==> src/rtl/div_pkg.sv <==
// Shared constants and FSM encoding for the sequential restoring divider.
package div_pkg;

  localparam int N_DVD_DEF = 8;
  localparam int N_DVS_DEF = 4;
  localparam int CNT_W_DEF = $clog2(N_DVD_DEF + 1);

  typedef enum logic [1:0] {
    IDLE = 2'b00,
    LOAD = 2'b01,
    CALC = 2'b10
  } state_e;

endpackage

==> src/rtl/div_step.sv <==
// One combinational restoring-division step: shift in a dividend bit, trial-subtract the divisor.
module div_step #(
  parameter int N_DVS = 4
) (
  input  logic [N_DVS:0]   r_i,
  input  logic             msb_i,
  input  logic [N_DVS-1:0] d_i,
  output logic [N_DVS:0]   r_o,
  output logic             q_o
);

  logic [N_DVS:0]   rs;
  logic [N_DVS+1:0] t;
  // R's top bit is always shifted out; R < D keeps it zero for any nonzero divisor.
  logic             unused_r_msb;

  assign unused_r_msb = r_i[N_DVS];
  assign rs  = {r_i[N_DVS-1:0], msb_i};
  assign t   = {1'b0, rs} - {2'b00, d_i};
  assign q_o = ~t[N_DVS+1];
  assign r_o = q_o ? t[N_DVS:0] : rs;

endmodule

==> src/rtl/div8x4.sv <==
// Sequential unsigned restoring divider, one quotient bit per clock, level start / done-in-IDLE.
// Define DIV_ZERO_SKIP_EN to bypass CALC when the captured divisor is zero.
module div8x4
  import div_pkg::*;
#(
  parameter int N_DVD = N_DVD_DEF,
  parameter int N_DVS = N_DVS_DEF
) (
  input  logic             clk,
  input  logic             rst,
  input  logic             start,
  input  logic [N_DVD-1:0] dividend,
  input  logic [N_DVS-1:0] divisor,
  output logic [N_DVD-1:0] quotient,
  output logic [N_DVS-1:0] remainder,
  output logic             div_by_zero,
  output logic             done
);

  localparam int CNT_W = $clog2(N_DVD + 1);
  localparam logic [CNT_W-1:0] LAST_STEP = CNT_W'(N_DVD - 1);

  state_e           state_q;
  logic [CNT_W-1:0] cnt_q;
  logic [N_DVD-1:0] q_q;
  logic [N_DVD-1:0] q_d;
  logic [N_DVS:0]   r_q;
  logic [N_DVS:0]   r_d;
  logic [N_DVS-1:0] d_q;
  logic             dz_q;
  logic             qbit;

  div_step #(.N_DVS(N_DVS)) u_step (
    .r_i   (r_q),
    .msb_i (q_q[N_DVD-1]),
    .d_i   (d_q),
    .r_o   (r_d),
    .q_o   (qbit)
  );

  assign q_d = {q_q[N_DVD-2:0], qbit};

  always_ff @(posedge clk) begin
    if (rst) begin
      state_q     <= IDLE;
      cnt_q       <= '0;
      q_q         <= '0;
      r_q         <= '0;
      d_q         <= '0;
      dz_q        <= 1'b0;
      quotient    <= '0;
      remainder   <= '0;
      div_by_zero <= 1'b0;
      done        <= 1'b1;
    end else begin
      case (state_q)
        IDLE: begin
          if (start) begin
            state_q <= LOAD;
            done    <= 1'b0;
          end
        end
        LOAD: begin
          q_q   <= dividend;
          d_q   <= divisor;
          r_q   <= '0;
          cnt_q <= '0;
          dz_q  <= (divisor == '0);
`ifdef DIV_ZERO_SKIP_EN
          if (divisor == '0) begin
            state_q     <= IDLE;
            quotient    <= '1;
            remainder   <= '0;
            div_by_zero <= 1'b1;
            done        <= 1'b1;
          end else begin
            state_q <= CALC;
          end
`else
          state_q <= CALC;
`endif
        end
        CALC: begin
          q_q   <= q_d;
          r_q   <= r_d;
          cnt_q <= cnt_q + 1'b1;
          if (cnt_q == LAST_STEP) begin
            state_q <= IDLE;
            done    <= 1'b1;
            // A zero divisor still runs the full loop; its result is replaced here.
            if (dz_q) begin
              quotient    <= '1;
              remainder   <= '0;
              div_by_zero <= 1'b1;
            end else begin
              quotient    <= q_d;
              remainder   <= r_d[N_DVS-1:0];
              div_by_zero <= 1'b0;
            end
          end
        end
        default: begin
          state_q <= IDLE;
          done    <= 1'b1;
        end
      endcase
    end
  end

endmodule

==> config.mk <==
export PLATFORM = sky130hd
export DESIGN_NAME = div8x4
export DESIGN_NICKNAME = d
export VERILOG_FILES = /design/src/rtl/div_pkg.sv /design/src/rtl/div_step.sv /design/src/rtl/div8x4.sv
export SDC_FILE = /design/constraint.sdc
export NUM_CORES = 1
export LEC_CHECK = 0
export CORE_UTILIZATION = 55
export CTS_BUF_LIST = sky130_fd_sc_hd__clkbuf_8
export DETAILED_ROUTE_END_ITERATION = 10
export PLACE_DENSITY = 0.83
export SETUP_SLACK_MARGIN = 0.1
export SYNTH_ARGS = -nofsm -noshare
export SYNTH_HDL_FRONTEND = slang
export SYNTH_SLANG_ARGS = --single-unit
==> constraint.sdc <==
create_clock -name clk -period 1.95 [get_ports clk]
set_clock_uncertainty 0.2 [all_clocks]
set_input_delay 0.2925 -clock clk [delete_from_list [all_inputs] [get_ports clk]]
set_output_delay 0.2925 -clock clk [all_outputs]
set_load 0.01 [all_outputs]
* Word-level counts from Yosys, hierarchy flattened
Cells that the tools add are included.
Storage, ports and cells: bits in registers 37, logic and storage cells 38, output and inout bits 14, input port bits 15
Operators by class: muxes and demuxes 13, equal/unequal tests 5, bitwise operators 2, reductions and logical operators 6, add/subtract/negate cells 2
Operators by type and width (count):
- case mux 4 bit (2 select lines) | 2
- case mux 8 bit (2 select lines) | 1
- two-way mux 4 bit | 2
- two-way mux 8 bit | 1
- case mux 2 bit (3 select lines) | 1
- subtractor 5 x 4 -> 6 bit | 1
- adder 4 x 1 -> 4 bit, second input constant | 1
- equality test 4 x 3 -> 1 bit, second input constant | 1
- zero test 4 bit | 1
- two-way mux 2 bit | 2
- != test 2 bit, second input constant | 2
- AND reduction 2 bit | 2
- two-way mux 1 bit | 3
- case mux 1 bit (3 select lines) | 1
- AND reduction 3 bit | 1
- equality test 2 x 1 -> 1 bit, second input constant | 1
- equality test 2 bit, second input constant | 1
- zero test 2 bit | 1
- inverter 1 bit | 2
- nonzero test 2 bit | 1

* Logic depth before layout (Yosys ltp)
word-level depth 3, gate-level depth with buffers 7, gate-level depth less buffers 7

* By module
Synthesis repeated with hierarchy kept, for this count alone.
Unflattened totals: cells, all modules 207, area, all modules 1855.5 µm²
Modules (own cells, without submodules):
- div8x4 | cells an instance 179, instances 1, area each 1620.3 µm², sequential area each 760.7 µm²
- div_step | cells an instance 28, instances 1, area each 235.2 µm², sequential area each 0.0 µm²

* Least setup slack after synthesis
No wires, ideal clock.
path type register to register, start point register d_q[2], end point register r_q[0], stages on the path, launching flop included 7, path buffers 0, arrival 1.439 ns, period minus slack after synthesis 1.778 ns, setup slack 0.172 ns, required time 1.611 ns, library setup time 0.139 ns, path through dfxtp_1 > inv_1 > ha_1 > o21a_1 > a21boi_0 > nor3_1 > o211ai_1
On the way: word-level cells in the longest chain between the ends 3
Ends and longest elaborated chain:
- start: declaration | line div8x4.sv:29 | logic [N_DVS-1:0] d_q;
- start signal: assignment | line div8x4.sv:65 | d_q <= divisor;
- subtractor 5 x 4 -> 6 bit | line div_step.sv:19 | assign t = {1'b0, rs} - {2'b00, d_i};
- two-way mux 4 bit | line div_step.sv:21 | assign r_o = q_o ? t[N_DVS:0] : rs;
- case mux 4 bit (2 select lines) | line div8x4.sv:56 | case (state_q)
- end signal: assignment | line div8x4.sv:85 | r_q <= r_d;
- end: declaration | line div8x4.sv:27 | logic [N_DVS:0] r_q;
No other way between the ends. A chain may end at the register's enable or synchronous reset.

* Worst setup path in the final report
start point register r_q[1], end point register r_q[3]
On the way: word-level cells in the longest chain between the ends 3
Ends and longest elaborated chain (line):
- subtractor 5 x 4 -> 6 bit | div_step.sv:19
- two-way mux 4 bit | div_step.sv:21
- case mux 4 bit (2 select lines) | div8x4.sv:56
No other way between the ends.

==> impl_metrics.ini <==
[detailed_routing]
drc = 0
dr.pass1.iters = 4
wl_per_cell_um = 14.83
drtIter0Drc = 123
viasPerCell = 5.695
wl_um = 4182
ant_nets = 0
dr_total_vias = 1606

[timing]
fin_crit_ns = 1.856
fmax_mhz = 538.9
setup_viol = 0
tightest_slew_ns = 0.4318
slew_headroom_pct = 71.17
finalSetupTns_ns = 0
rsz0062_at_grt = yes
period_share_pct = 95.16
final-hold-violation-count = 0
finalMaxSlewViolations = 0

[cts]
cts_tree = yes
htreeDepth = 2
insertion_delay_ns = 0.29
postCtsHoldBufs = 0
clkTransAtPathRegs_ns = 0.07
cts-buffers-inserted = 5
cts.sinks = 37
clk_path_buf_depth = 2
clock_tree.root_cell = clkbuf_8

[final_layout]
area_growth_pct = 30.44
regArea_um2 = 742.0
fill_cells = 228
fin_util_pct = 75.16
diodes = 0
final_nets = 263
fin_cells = 282
final_cell_mix = 36 x dfxtp_1, 29 x nor2_1, 28 x clkdlybuf4s50_1, 16 x nor3_1
multi_input_area_um2 = 992.2
layout_commonest_cell = dfxtp_1
drive_above_1_share_pct = 12.61

[synth]
ys_seq_area_share_pct = 42.11
synthesis.nets = 229
ys_warn_count = 0
synth_cells = 203
ys_types = 37
avgSynthCellArea_um2 = 8.666
syn_area_um2 = 1759
ys_ff_latch = 37

[pwr]
ir_drop_mv = 0.8037
powerDensity_nw_per_um2 = 1090
p_leak_uw = 0.0008459

[min_path]
hold_path_end = remainder[3]
holdPathStages = 2
hp-class = reg -> reg
hold_start = remainder[3]

[setup_path]
critPathKind = reg -> reg
critPathCaptureType = flip-flop
path_max_fanout = 3
crit_path_start_kind = flip-flop
critPathSlowestCell = dfxtp_1
r2r_slack_ns = 0.09
rr_endpoint = r_q[3]
cp_top_family = compound AO/OA/AOI/OAI gates
critPathArrivalTime_ns = 1.87
slowest_delay_ns = 0.45
worst-path-buf-inv = 0
cp.required_ns = 1.96
ff2ff_path_depth = 5
path_cells = ha_4 -> o21a_1 -> a21boi_4 -> a211o_1 -> o21ai_0
timing.rr.start = r_q[1]

[die]
placementRows = 20
die_x_um = 58.56
core-area_um2 = 3053
num_io_pins = 29
dieHeight_um = 58.56
die_area_um2 = 3429
start_util_pct = 57.62

[global_routing]
grt_remaining_overflow = 0
grt_start_max_net_pins = 24
grt_pass1_vias = 1514
grt_pass1_wl_um = 6541
antenna_found_initial = 0
grt.total_usage_pct = 25.98

[placement]
hpwl_um = 2814
portBuffers = 28
dp_cells = 273
finalWeightedCongestion = 0.8543

[job]
drv_cap = 0

[status]
outcome = finished, final reports clean
==> cell families after synthesis <==
logic type | Yosys count | synth area share, %
AOI/OAI and AO/OA | 35 | 13.30
xor gates and xnor gates | 1 | 0.4980
adders and majority gates | 11 | 8.250
buffers and inverters | 20 | 4.480
DFF | 37 | 42.11
muxes | 14 | 7.966
and+or+nand+nor | 85 | 23.40
==> per-layer routing <==
metal  global-route usage (%)  vias up  routed length, µm
met5                        0        -                  0
met4                    10.20        0                 83
met3                    8.132       11                223
met2                    46.31       61               2205
met1                    28.79      755               1669
li1                         -      779                  -
==> registers in the layout, indices dropped and copies added (netlist names) <==
name / cells
q_q: 8
d_q: 4
state_q: 2
done: 1
div_by_zero: 1
remainder: 4
cnt_q: 4
quotient: 8
r_q: 4
dz_q: 1
==> synthesized netlist by cell type, drive strengths merged <==
cell type / n / area share (%)
o21bai: 1 / 0.43
nand4b: 1 / 0.50
clkbuf: 8 / 1.7
a31oi: 1 / 0.36
inv: 9 / 1.9
a211o: 1 / 0.50
nand4: 4 / 1.4
a21boi: 1 / 0.43
o211ai: 4 / 1.7
nor3b: 1 / 0.43
nand3: 1 / 0.28
buf: 3 / 0.85
or3b: 1 / 0.50
nor2b: 2 / 0.71
nor2: 30 / 6.4
a211oi: 8 / 3.4
a21bo: 1 / 0.57
a21o: 1 / 0.43
fa: 1 / 1.1
or2: 1 / 0.36
ha: 10 / 7.1
o21a: 1 / 0.43
and4b: 1 / 0.57
dfxtp: 37 / 42
xor2: 1 / 0.50
o31ai: 2 / 0.85
nand2: 14 / 3.0
o21ai: 4 / 1.1
or3: 2 / 0.71
nor3: 17 / 4.8
a21oi: 9 / 2.6
nor4: 2 / 0.71
and3: 2 / 0.71
mux2i: 14 / 8.0
nand2b: 4 / 1.4
o2bb2ai: 1 / 0.50
nand3b: 2 / 0.85
==> repair_timing <==
| item | in CTS | in global routing |
|---|---|---|
| gates resized for setup | 2 | 10 |
| buffers inserted | 0 | 1 |
| endpoints found under the setup margin | 5 | 17 |
| pin swaps | 0 | 1 |
==> tightest hold or removal path, cell delays in order, from the launching register on <==
cell     delay [ns]
dfxtp_1        0.33
nand2_1        0.05
o21ai_0        0.06
==> area by class of cell <==
cell class	count	share of cell area, %
clock buffers	6	3.599
repair buffers	38	15.49
multi-input cells	146	43.24
flip-flops and latches	37	32.33
inverters	9	1.472
well taps	44	2.399
clock inverters	2	1.472
==> power by group <==
part,total [µW],leakage (µW),switching (µW),internal (µW)
clock network,682,0.0000626,270,412
registers,957,0.000301,86.6,870
logic,862,0.000482,480,383
total,2500,0.000846,836,1660
==> worst max path at each step <==
stage                from      endpoint  cells after the start
3_5_place_dp       d_q[2]   quotient[0]                      7
2_1_floorplan      d_q[2]        r_q[0]                      6
4_1_cts        state_q[0]  remainder[2]                      5
3_3_place_gp       d_q[2]   quotient[0]                      7
6_report           r_q[1]        r_q[3]                      5
5_1_grt            d_q[3]   quotient[0]                      7
==> per-stage QoR <==
stage / instance area, µm² / setup WS, ns / total power [µW] / hold WS (ns)
floorplan: 1759 / 0.1725 / 1507 / 0.2397
global placement: 2117 / 0.1539 / 1701 / 0.2442
detailed placement: 2117 / 0.08102 / 1740 / 0.2579
CTS: 2238 / 0.09088 / 2427 / 0.2747
global route: 2295 / 0.04073 / 2643 / 0.3115
finish: 2295 / 0.09438 / 2501 / 0.2745
Note: power is estimated with default switching activity, not from simulation.
